===== config.mk =====
export PLATFORM = sky130hd
export DESIGN_NAME = uart_rx_deframer
export DESIGN_NICKNAME = d
export VERILOG_FILES = /design/src/rtl/uart_pkg.sv /design/src/rtl/uart_sync_bit.sv /design/src/rtl/uart_rx_deframer.sv
export SDC_FILE = /design/constraint.sdc
export NUM_CORES = 1
export LEC_CHECK = 0
export ABC_CLOCK_PERIOD_IN_PS = 2300
export CORE_MARGIN = 4
export CORE_UTILIZATION = 48
export CTS_CLUSTER_DIAMETER = 120
export DETAILED_ROUTE_END_ITERATION = 8
export GPL_TIMING_DRIVEN = 0
export PLACE_DENSITY = 0.7
export SLEW_MARGIN = 40
export SYNTH_ARGS = -nofsm -noshare
export SYNTH_HDL_FRONTEND = slang
export SYNTH_SLANG_ARGS = --single-unit

===== constraint.sdc =====
create_clock -name PCLK -period 2.3 [get_ports PCLK]
set_clock_uncertainty 0.15 [all_clocks]
set_input_delay 0.46 -clock PCLK [delete_from_list [all_inputs] [get_ports PCLK]]
set_output_delay 0.46 -clock PCLK [all_outputs]
set_load 0.05 [all_outputs]

===== src/rtl/uart_pkg.sv =====
// Shared UART types: receiver FSM states, word-length codes and the
// 11-bit received-character record stored by the receive FIFO.
package uart_pkg;

   localparam int OVERSAMPLE_DEFAULT = 16;

   localparam logic [1:0] WLS_5 = 2'd0;
   localparam logic [1:0] WLS_6 = 2'd1;
   localparam logic [1:0] WLS_7 = 2'd2;
   localparam logic [1:0] WLS_8 = 2'd3;

   typedef enum logic [2:0] {
      RX_IDLE,
      RX_START,
      RX_DATA,
      RX_PARITY,
      RX_STOP,
      RX_BRK_WAIT
   } rx_state_e;

   typedef struct packed {
      logic [7:0] data;
      logic       pe;
      logic       fe;
      logic       bi;
   } rx_char_t;

   // Parity bit the line should carry; data is zero-filled above the word
   // length, so reducing over all 8 bits is correct for every length.
   function automatic logic rx_exp_parity(input logic [7:0] d, input logic eps,
                                          input logic sp);
      if (sp) return ~eps;
      return eps ? ^d : ~^d;
   endfunction

endpackage


===== src/rtl/uart_sync_bit.sv =====
// N-stage single-bit synchronizer with a configurable reset level; used for
// the receive line and the modem-status inputs.
module uart_sync_bit #(
   parameter int   STAGES  = 2,
   parameter logic RST_VAL = 1'b1
) (
   input  logic clk_i,
   input  logic rst_ni,
   input  logic d_i,
   output logic q_o
);

   logic [STAGES-1:0] sync_q;

   // Shift the asynchronous input through the flop chain.
   always_ff @(posedge clk_i or negedge rst_ni) begin
      if (!rst_ni) begin
         sync_q <= {STAGES{RST_VAL}};
      end else begin
         sync_q[0] <= d_i;
         for (int i = 1; i < STAGES; i++) sync_q[i] <= sync_q[i-1];
      end
   end

   assign q_o = sync_q[STAGES-1];

endmodule


===== src/rtl/uart_rx_deframer.sv =====
// UART receive deframer: oversamples the synchronized line, recovers
// start/data/parity/stop, and hands one character plus PE/FE/BI to the
// receive FIFO over a valid/ready handshake, flagging overruns.
module uart_rx_deframer
   import uart_pkg::*;
#(
   parameter int OVERSAMPLE  = OVERSAMPLE_DEFAULT,
   parameter int SYNC_STAGES = 2
) (
   input  logic       PCLK,
   input  logic       PRESETn,
   input  logic       baud_en,
   input  logic       sRX,
   input  logic       loopback,
   input  logic       lb_sin,
   input  logic [1:0] lcr_wls,
   input  logic       lcr_pen,
   input  logic       lcr_eps,
   input  logic       lcr_sp,
   output logic [7:0] rx_data,
   output logic       rx_pe,
   output logic       rx_fe,
   output logic       rx_bi,
   output logic       rx_valid,
   input  logic       rx_ready,
   output logic       rx_overrun,
   output logic       rx_busy
);

   localparam logic [3:0] TICK_MID  = 4'(OVERSAMPLE/2 - 1);
   localparam logic [3:0] TICK_LAST = 4'(OVERSAMPLE - 1);

   logic       rx_line, rxs;

   rx_state_e  state_q;
   logic [3:0] tick_q;
   logic [2:0] idx_q;
   logic [1:0] wls_q;
   logic       pen_q, eps_q, sp_q;
   logic [7:0] data_q;
   logic       par_q;
   logic       pe_q;

   logic       mid_tick, frame_done, brk_d;
   logic [2:0] last_idx;
   rx_char_t   char_d, char_q;
   logic       valid_q, ovr_q;

   // Loopback selects the internal transmitter before synchronization so
   // both sources see identical sampling behaviour.
   assign rx_line = loopback ? lb_sin : sRX;

   uart_sync_bit #(
      .STAGES (SYNC_STAGES),
      .RST_VAL(1'b1)
   ) u_sync (
      .clk_i (PCLK),
      .rst_ni(PRESETn),
      .d_i   (rx_line),
      .q_o   (rxs)
   );

   assign mid_tick   = baud_en && (tick_q == TICK_MID);
   assign frame_done = mid_tick && (state_q == RX_STOP);
   assign last_idx   = 3'd4 + {1'b0, wls_q};
   // Break: every data bit, the parity bit (cleared when disabled) and the
   // first stop bit all read low.
   assign brk_d      = (data_q == 8'h00) && !par_q && !rxs;

   // Character record presented on the completing edge.
   always_comb begin
      char_d      = '0;
      char_d.data = data_q;
      char_d.pe   = pe_q;
      char_d.fe   = ~rxs;
      char_d.bi   = brk_d;
   end

   // Deframing FSM; advances only on baud ticks, samples at mid-bit.
   always_ff @(posedge PCLK or negedge PRESETn) begin
      if (!PRESETn) begin
         state_q <= RX_IDLE;
         tick_q  <= '0;
         idx_q   <= '0;
         wls_q   <= WLS_5;
         pen_q   <= 1'b0;
         eps_q   <= 1'b0;
         sp_q    <= 1'b0;
         data_q  <= '0;
         par_q   <= 1'b0;
         pe_q    <= 1'b0;
      end else if (baud_en) begin
         tick_q <= (tick_q == TICK_LAST) ? '0 : tick_q + 4'd1;
         unique case (state_q)
            RX_IDLE: begin
               if (!rxs) begin
                  // Frame format is frozen for the whole frame.
                  tick_q  <= '0;
                  wls_q   <= lcr_wls;
                  pen_q   <= lcr_pen;
                  eps_q   <= lcr_eps;
                  sp_q    <= lcr_sp;
                  data_q  <= '0;
                  par_q   <= 1'b0;
                  pe_q    <= 1'b0;
                  idx_q   <= '0;
                  state_q <= RX_START;
               end
            end
            RX_START: begin
               if (tick_q == TICK_MID) begin
                  if (rxs) state_q <= RX_IDLE;
                  else begin
                     idx_q   <= '0;
                     state_q <= RX_DATA;
                  end
               end
            end
            RX_DATA: begin
               if (tick_q == TICK_MID) begin
                  data_q[idx_q] <= rxs;
                  if (idx_q == last_idx) state_q <= pen_q ? RX_PARITY : RX_STOP;
                  else                   idx_q   <= idx_q + 3'd1;
               end
            end
            RX_PARITY: begin
               if (tick_q == TICK_MID) begin
                  par_q   <= rxs;
                  pe_q    <= (rxs != rx_exp_parity(data_q, eps_q, sp_q));
                  state_q <= RX_STOP;
               end
            end
            RX_STOP: begin
               // A non-break framing error returns to IDLE so a still-low
               // line is re-taken as a start bit.
               if (tick_q == TICK_MID) state_q <= brk_d ? RX_BRK_WAIT : RX_IDLE;
            end
            RX_BRK_WAIT: begin
               if (rxs) state_q <= RX_IDLE;
            end
            default: state_q <= RX_IDLE;
         endcase
      end
   end

   // Output holding register with handshake and overrun detection; an
   // accept on the completing edge frees the slot for the new character.
   always_ff @(posedge PCLK or negedge PRESETn) begin
      if (!PRESETn) begin
         char_q  <= '0;
         valid_q <= 1'b0;
         ovr_q   <= 1'b0;
      end else begin
         ovr_q <= 1'b0;
         if (frame_done) begin
            if (!valid_q || rx_ready) begin
               char_q  <= char_d;
               valid_q <= 1'b1;
            end else begin
               ovr_q <= 1'b1;
            end
         end else if (valid_q && rx_ready) begin
            valid_q <= 1'b0;
         end
      end
   end

   assign rx_data    = char_q.data;
   assign rx_pe      = char_q.pe;
   assign rx_fe      = char_q.fe;
   assign rx_bi      = char_q.bi;
   assign rx_valid   = valid_q;
   assign rx_overrun = ovr_q;
   assign rx_busy    = (state_q != RX_IDLE);

endmodule

== Word level (Yosys, flattened, before mapping) ==
Index checks and enable logic that the tools add are counted.

* Output and inout port bits: 14
* ROM bits: 0
* RAM bits: 0
* Logic and storage cells: 114
* Input port bits: 12
* Memories: 0
* Bits in latches: 0
* Register bits: 40

* Add/subtract/negate cells: 3
* Magnitude comparators: 2
* Reductions and logical operators: 26
* Muxes and demuxes: 46
* Div/mod/pow operators: 0
* Eq/ne operators: 18
* Shifts and indexed selects: 0
* $mul: 0
* Bitwise logic cells: 2

{| class="wikitable"
|+ Operators by type and width
! cell !! number
|-
| $mux 3 || 13
|-
| $mux 1 || 20
|-
| $pmux 3 s6 || 1
|-
| $mux 8 || 2
|-
| $pmux 8 s2 || 1
|-
| $ne 2x2->1 const B || 7
|-
| $mux 4 || 3
|-
| $pmux 3 s3 || 1
|-
| $bwmux 8 || 1
|-
| $logic_not 8->1 || 1
|-
| $reduce_and 4->1 || 2
|-
| $reduce_and 8->1 || 1
|-
| $reduce_xnor 8->1 || 1
|-
| $reduce_xor 8->1 || 1
|-
| $eq 3x2->1 const B || 2
|-
| $eq 3x3->1 const B || 2
|-
| $logic_and 1x1->1 || 6
|-
| $reduce_bool 2->1 || 3
|-
| $reduce_bool 3->1 || 2
|-
| $reduce_and 5->1 || 1
|-
| $add 4x1->4 const B || 1
|-
| $eq 4x3->1 const B || 1
|-
| $eq 4x4->1 const B || 1
|-
| $lt 3x4->1 const B || 1
|-
| other kinds (16) || 22
|}

== Logic depth before layout (Yosys ltp) ==
Gate-level depths: netlist (run 1).

* Depth in word-level cells: 11
* Gate-level depth with buffers: 7
* Mapped depth without buffers: 6

== Cells and area by module ==
A second synthesis (run 1) with hierarchy kept.

* Cells, all modules: 213
* Area total of the unflattened synthesis: 2,237.1 sq um

{| class="wikitable"
|+ By module, submodules not included
! module !! cells an instance !! seq. area each (sq um) !! area an instance (sq um) !! times used
|-
| uart_rx_deframer || 211 || 950.9 || 2,184.6 || 1
|-
| uart_sync_bit || 2 || 52.6 || 52.6 || 1
|}

== Least setup slack after synthesis (run 1) ==
No wires, ideal clock.

* Path type: flip-flop to flip-flop
* Start: register tick_q[0]
* End: register char_q (netlist bit rx_bi)
* Required time: 2.025 ns
* Stages on the path, launching flop included: 7
* Setup time: 0.125 ns
* Path buffers: 2
* Clock period less this slack: 1.875 ns
* Arrival time: 1.600 ns
* Setup slack: 0.425 ns
* Cells stage by stage: dfrtp_1 ha_1 and3b_1 buf_4 nand4_1 buf_2 mux2_4

* Longest elaborated chain between the ends: 4

{| class="wikitable"
|+ Ends and longest elaborated chain
! what !! RTL line !! RTL
|-
| start: declaration || uart_rx_deframer.sv:36 || <nowiki>logic [3:0] tick_q;</nowiki>
|-
| start signal: assignment || uart_rx_deframer.sv:93 || <nowiki>tick_q <= (tick_q == TICK_LAST) ? '0 : tick_q + 4'd1;</nowiki>
|-
| $eq 4x3->1 || uart_rx_deframer.sv:63 || <nowiki>assign mid_tick = baud_en && (tick_q == TICK_MID);</nowiki>
|-
| $logic_and 1x1->1 || uart_rx_deframer.sv:63 ||
|-
| $logic_and 1x1->1 || uart_rx_deframer.sv:64 || <nowiki>assign frame_done = mid_tick && (state_q == RX_STOP);</nowiki>
|-
| $reduce_and 2->1 (no source line) || n/a ||
|-
| end signal: assignment || uart_rx_deframer.sv:157 || <nowiki>char_q <= char_d;</nowiki>
|-
| end: declaration || uart_rx_deframer.sv:46 || <nowiki>rx_char_t char_d, char_q;</nowiki>
|}

Every way passes these cells.
A chain may end at the register's enable or synchronous reset.

== Worst setup path in the final report (run 1) ==
* Start: register state_q[0]
* End: output rx_busy

* Longest elaborated chain between the ends: 1

{| class="wikitable"
|+ Ends and longest elaborated chain
! what !! RTL line !! RTL
|-
| start: declaration || uart_rx_deframer.sv:35 || <nowiki>rx_state_e state_q;</nowiki>
|-
| start signal: assignment || uart_rx_deframer.sv:122 || <nowiki>if (idx_q == last_idx) state_q <= pen_q ? RX_PARITY : RX_STOP;</nowiki>
|-
| start signal: assignment || uart_rx_deframer.sv:136 || <nowiki>if (tick_q == TICK_MID) state_q <= brk_d ? RX_BRK_WAIT : RX_IDLE;</nowiki>
|-
| $reduce_bool 3->1 || uart_rx_deframer.sv:174 || <nowiki>assign rx_busy = (state_q != RX_IDLE);</nowiki>
|-
| end: declaration || uart_rx_deframer.sv:27 || <nowiki>output logic rx_busy</nowiki>
|}

Every way passes these cells.

==> results.ini, run 1 <==
[floorplanning]
chipHeight_um=75.3
dieWidth_um=75.3
core_area_um2=4380
dieArea_um2=5670
pin_count=26
start_util_pct=49.6
rows=24

[sta]
maxClockFrequency_ghz=0.461
hold_violations=0
slew_headroom_pct=65.8
post-route-min-period_ns=2.17
fin_crit_sh_pct=94.3
worstMarginPinSlew_ns=0.513
setup_viol=0
final_max_slew_viol_count=0
rsz0062_at_grt=no

[placement]
hpwl_mm=3.07
portBuffers=24
dpl_cell_area_um2=2480
place_congestion=0.822

[synth]
yosysWarnings=0
avgSynthCellArea_um2=10.5
synth_seq_area_share_pct=46.1
mappedNetlistArea_um2=2180
ys_types=52
ys_async_sr_fraction_pct=100
synth_nets=225
synth_compound_area_share_pct=14.8
synth-simple-area-share_pct=19.1
synth_fa_ha_area_share_pct=3.45
yosys_most_used_dff=dfrtp_1
synth_edf_count=0
synth_xor_area_share_pct=2.42
synth_seq_cells=40
synth_top_family_by_area=simple AND/OR/NAND/NOR gates
synth.mux.area_fraction_pct=7.71
synth_cells=207

[finish]
design_area_um2=2600
multiInputGateArea_um2=1030
n_antenna_cell=0
fillers=397
seq_area_um2=1000
drive_gt1_share_pct=15.8
final_util_pct=59.2
nets=257
syn_to_final_growth_pct=19.4

[grt]
grt_max_degree=41
antenna_found_initial=0
grt_pass1_vias=1498
grt_pass1_wl_mm=7.28
grtUsageTotal_pct=17.1
globalRoute.totalOverflow=0

[clock_network]
cts_setup_buffers=0
clk_path_buf_depth=2
clk_latency_ns=0.29
cts_max_level=2
clk_pin_slew_ns=0.07
cts_tree=yes
cts_root_buf=clkbuf_8
cts.sinks=40
cts_made_buffers=5

[run]
drv_cap=0

[critical_path]
arrival_ns=1.56
crit_type=flip-flop to output pin
cp-end-kind=output pin
critPathRequiredTime_ns=1.69
path_max_fanout=10
start_kind=flip-flop

[power]
p_sw_mw=0.643
power.internal_mw=1.39
pwr-share-seq_pct=44.6
powerDensity_nw_per_um2=781
sw_frac_of_total_pct=31.7
pwr-share-clk_pct=27.9
combinationalPowerShare_pct=27.5
leakagePower_nw=1.12
irDropWorstVdd_mv=0.439

[status]
status=finished clean

[hold_path]
hp-class=flip-flop to flip-flop

[detailed_routing]
drt-total-wl_mm=4.19
routedWlPerCell_um=14.4
via_per_inst=5.62
drc=0
drtAntennaViolNets=0
num_vias=1641
drtPass1Iterations=4
drt_iter0_drc=128

[sequential cells by signal, summed over array words and instances (netlist names), 2 cells and up]
| name | cells |
|---|---|
| wls_q | 2 |
| u_sync.sync_q | 2 |
| data_q | 8 |
| idx_q | 3 |
| tick_q | 4 |
| state_q | 3 |
| rx_data | 8 |
[per-stage QoR]
step	std cells	power (mW)	setup TNS [ns]	worst slack (ns)	hold WS (ns)
after global routing	292	2.15	0	0.0618	0.215
after CTS	292	2.05	0	0.115	0.211
final	292	2.03	0	0.132	0.208
after detailed placement	283	1.47	0	0.0146	0.199
after floorplan	207	1.33	0	0.425	0.0144
after global placement	283	1.46	-13.01	-0.345	0.196
[routing by layer]
layer	track usage (%)	part of all wire (%)
met4	6.60	1.7
met3	3.96	4.0
met5	0	0
met2	25.9	47
met1	23.8	47
[power by group through the flow]
| stage | Combinational (mW) | Clock, mW | Sequential [mW] |
|---|---|---|---|
| 3_3_place_gp | 0.550 | 0 | 0.913 |
| 3_5_place_dp | 0.557 | 0 | 0.917 |
| 4_1_cts | 0.559 | 0.582 | 0.905 |
| 6_report | 0.557 | 0.566 | 0.905 |
| 5_1_grt | 0.614 | 0.608 | 0.925 |
| 2_1_floorplan | 0.435 | 0 | 0.896 |
[worst max-delay path, cell delays in order, from the launching register on]
cell and delay [ns]:
dfrtp_1 0.53, buf_6 0.20, nor2_1 0.06, nand2_1 0.10, clkdlybuf4s15_2 0.38
[synth_stat cells (2+ instances only)]
cell type	n	area (um^2)
a21oi_1	3	15.0
nand2b_1	4	25.0
ha_1	6	75.1
nor3b_1	4	30.0
o2bb2ai_1	2	17.5
buf_6	3	33.8
inv_1	13	48.8
nor3_1	5	25.0
o31ai_1	2	15.0
dfstp_2	2	52.6
mux2_4	2	30.0
and2_1	2	12.5
o211ai_1	3	22.5
o41ai_1	3	26.3
nand2_1	26	97.6
nand4_1	4	25.0
nand3_1	6	30.0
mux2_2	6	67.6
clkbuf_1	3	11.3
dfrtp_1	38	951
a211oi_1	2	15.0
buf_2	2	10.0
o22a_1	2	17.5
mux2i_1	7	70.1
a31oi_1	3	18.8
xnor2_1	6	52.6
nor2_1	6	22.5
buf_4	4	30.0
nand4b_1	2	17.5
o21ai_0	14	70.1
[final timing paths]
path / startpoint / end / slack [ns] / depth (start not counted)
setup / recovery: state_q[0]$_DFFE_PN0P_ / rx_busy / 0.13 / 4
min in group asynchronous: PRESETn / rx_data[3]$_DFFE_PN0P_ / 0.53 / 2
setup reg to reg: tick_q[0]$_DFFE_PN0P_ / data_q[1]$_DFFE_PN0P_ / 0.26 / 6
max in group asynchronous: PRESETn / u_sync.sync_q[1]$_DFF_PN1_ / 1.10 / 2
hold / removal: u_sync.sync_q[0]$_DFF_PN1_ / u_sync.sync_q[1]$_DFF_PN1_ / 0.21 / 0
hold reg to reg: u_sync.sync_q[0]$_DFF_PN1_ / u_sync.sync_q[1]$_DFF_PN1_ / 0.21 / 0
[cells in the final DEF, fill, tap and decap left out, types with 2 or more instances in the layout]
cell             count
buf_2                2
nand2_1             26
mux2_4               2
o2bb2ai_1            2
clkbuf_1             4
nor3b_1              4
buf_6                3
a31oi_1              3
mux2i_1              7
nor3_1               5
o21ai_0             14
buf_4                5
nand2b_1             4
o41ai_1              3
a211oi_1             2
xnor2_1              6
dfrtp_1             38
inv_1               13
nand4b_1             2
clkdlybuf4s50_1     22
a21oi_1              3
and2_1               2
mux2_2               6
dfstp_2              2
o211ai_1             3
o22a_1               2
nand3_1              6
nor2_1               6
clkbuf_8             5
ha_1                 6
o31ai_1              2
nand4_1              4
[area by class of cell]
type | instances | share of cell area (%)
multi-input cells | 141 | 39.8
inverters | 14 | 2.02
clock buffers | 6 | 2.79
clock inverters | 2 | 1.35
well taps | 52 | 2.50
flip-flops and latches | 40 | 38.6
repair buffers | 25 | 9.59
plain buffers | 12 | 3.28
[repair_timing]
| item | CTS | global route |
|---|---|---|
| hold buffers | 1 | 0 |
| endpoints found under the hold margin | 20 | 0 |
| gates resized for setup | 3 | 0 |
| setup endpoints to repair | 1 | 0 |
[kinds of logic (layout without fill, tap and decap cells)]
| kind of cell | Yosys count | count (layout) |
|---|---|---|
| xor+xnor | 6 | 6 |
| compound gates | 44 | 44 |
| buf+inv | 26 | 59 |
| fa+ha+maj | 6 | 6 |
| simple gates | 70 | 70 |
| flops | 40 | 40 |
| mux | 15 | 15 |
No activity file was read; power rests on OpenSTA's default activity.
==> run 2, diff against run 1 <==
--- a/config.mk
+++ b/config.mk
@@ -12,6 +12,7 @@
 export DETAILED_ROUTE_END_ITERATION = 8
 export GPL_TIMING_DRIVEN = 0
 export PLACE_DENSITY = 0.7
+export RECOVER_POWER = 100
 export SLEW_MARGIN = 40
 export SYNTH_ARGS = -nofsm -noshare
 export SYNTH_HDL_FRONTEND = slang
==> run 2 against run 1 <==
  * Maximum frequency grew 0.37%
  * Clock-buffer cell count unchanged
  * Cell area decreased by 0.82%
  * Sequential share of layout area increased by 0.32 points
  * First-iteration DRC count is 30% lower
  * Largest cell class unchanged
  * Cell count unchanged
  * Largest power group unchanged
  * Via count fell by 0.18%
  * Critical path depth stayed put
  * Clock power about the same
==> results.ini, run 2 (synthesis gave the netlist of run 1 again) <==
[finish]
nets=257  ; unchanged
layout_common_cells=dfrtp_1, nand2_1, o21ai_0, dlygate4sd3_1, inv_1  ; was dfrtp_1, nand2_1, clkdlybuf4s50_1
seq_area_um2=1000  ; unchanged
multiInputGateArea_um2=1030  ; about the same
drive_gt1_share_pct=15.0  ; was 15.8%
mostFrequentLayoutCell=dfrtp_1  ; unchanged
n_antenna_cell=0  ; unchanged
fillers=395  ; was 397
instances_no_fill=292  ; unchanged
syn_to_final_growth_pct=18.4  ; was 19.4%
design_area_um2=2580  ; was 2600 um^2

[sta]
maxClockFrequency_ghz=0.463  ; was 0.461 GHz
worstMarginPinSlew_ns=0.998  ; was 0.513 ns
final_max_slew_viol_count=0  ; unchanged
post-route-min-period_ns=2.16  ; was 2.17 ns
hold_violations=0  ; unchanged
setup_viol=0  ; unchanged
fin_crit_sh_pct=93.9  ; was 94.3%
whs_ns=0.208  ; about the same
rsz0062_at_grt=no  ; unchanged
slew_headroom_pct=33.5  ; was 65.8%

[critical_path]
arrival_ns=1.55  ; was 1.56 ns
crit_type=flip-flop to output pin  ; unchanged
cp-end-kind=output pin  ; unchanged
critPathRequiredTime_ns=1.69  ; about the same
crit_chain=buf_6 -> nor2_1 -> nand2_1 -> clkdlybuf4s15_2  ; unchanged
start_kind=flip-flop  ; unchanged
max_stage_delay_ns=0.53  ; about the same
path_max_fanout=10  ; unchanged
r2r_cells=7  ; was 6
cp_slowest_cell=dfrtp_1  ; unchanged

[detailed_routing]
num_vias=1638  ; was 1641
drc=0  ; unchanged
drt_iter0_drc=90  ; was 128
routedWlPerCell_um=14.4  ; about the same
via_per_inst=5.61  ; was 5.62
drtAntennaViolNets=0  ; unchanged
drtPass1Iterations=4  ; unchanged
drt-total-wl_mm=4.22  ; was 4.19 mm

[power]
irDropWorstVdd_mv=0.441  ; was 0.439 mV
leakagePower_nw=1.16  ; was 1.12 nW
powerDensity_nw_per_um2=782  ; was 781 nW/um^2
total_power_mw=2.02  ; was 2.03 mW

[floorplanning]
rows=24  ; unchanged
dieWidth_um=75.3  ; unchanged
core_area_um2=4380  ; unchanged
chipHeight_um=75.3  ; unchanged
pin_count=26  ; unchanged
dieArea_um2=5670  ; unchanged
start_util_pct=49.6  ; unchanged

[clock_network]
clk_latency_ns=0.29  ; about the same
cts_tree=yes  ; unchanged
cts_setup_buffers=0  ; unchanged
cts_made_buffers=5  ; unchanged
clk_path_buf_depth=2  ; unchanged
cts.sinks=40  ; unchanged
cts_max_level=2  ; unchanged
clk_pin_slew_ns=0.07  ; about the same
cts_root_buf=clkbuf_8  ; unchanged

[placement]
hpwl_mm=3.07  ; unchanged
place_congestion=0.822  ; unchanged
dp.cells=283  ; unchanged
dpl_cell_area_um2=2480  ; unchanged
portBuffers=24  ; unchanged

[grt]
antenna_found_initial=0  ; unchanged
grt_pass1_vias=1498  ; unchanged
grt_pass1_wl_mm=7.28  ; unchanged
grt_max_degree=41  ; unchanged
grtUsageTotal_pct=17.1  ; unchanged
globalRoute.totalOverflow=0  ; unchanged

[hold_path]
hp-class=flip-flop to flip-flop  ; unchanged
hold_depth=0  ; unchanged

[status]
status=finished clean  ; unchanged

[run]
drv_cap=0  ; unchanged

run 2: layout make-up:
type,count,area share (%)
inverters,14,2.04
clock buffers,6,2.82
multi-input cells,141,39.9
plain buffers,12,2.82
flip-flops and latches,40,39.0
repair buffers,25,9.57
well taps,52,2.53
clock inverters,2,1.36
run 2: metal layers:
| metal | vias to the layer above | wire, um | track usage, % |
|---|---|---|---|
| met1 | 795 | 1980 | 23.8 |
| met3 | 7 | 184 | 3.96 |
| met5 | - | 0 | 0 |
| met2 | 30 | 1980 | 25.9 |
| li1 | 806 | - | - |
| met4 | 0 | 72 | 6.60 |
run 2: critical path: cells and delay by family, from the launching register on:
| family | cells | cell delay (ns) |
|---|---|---|
| buffers and inverters | 2 | 0.58 |
| DFF | 1 | 0.53 |
| and+or+nand+nor | 2 | 0.16 |
run 2: what timing repair did:
item / in CTS / in global routing
hold buffers: 1 / 0
endpoints found under the hold margin: 20 / 0
resized for setup: 3 / 0
endpoints found under the setup margin: 1 / 0
run 2: report_power, final:
group          switching [mW]  internal [mW]
Sequential              0.105          0.799
Combinational           0.290          0.257
Clock                   0.241          0.322
Total                   0.637           1.38
run 2: final timing paths:
path / startpoint / to / slack [ns]
max: state_q[0]$_DFFE_PN0P_ / rx_busy / 0.14
min: u_sync.sync_q[0]$_DFF_PN1_ / u_sync.sync_q[1]$_DFF_PN1_ / 0.21
max reg2reg: tick_q[0]$_DFFE_PN0P_ / idx_q[0]$_DFFE_PN0P_ / 0.22
min reg2reg: u_sync.sync_q[0]$_DFF_PN1_ / u_sync.sync_q[1]$_DFF_PN1_ / 0.21
max in group asynchronous: PRESETn / pen_q$_DFFE_PN0P_ / 0.67
min in group asynchronous: PRESETn / rx_data[2]$_DFFE_PN0P_ / 0.72
run 2: through the flow:
stage,worst slack (ns),setup TNS (ns),util (%)
2_1_floorplan,0.425,0,-
3_3_place_gp,-0.345,-13.01,56.6
3_5_place_dp,0.0146,0,56.5
4_1_cts,0.115,0,59.2
5_1_grt,0.0542,0,58.8
6_report,0.140,0,58.8
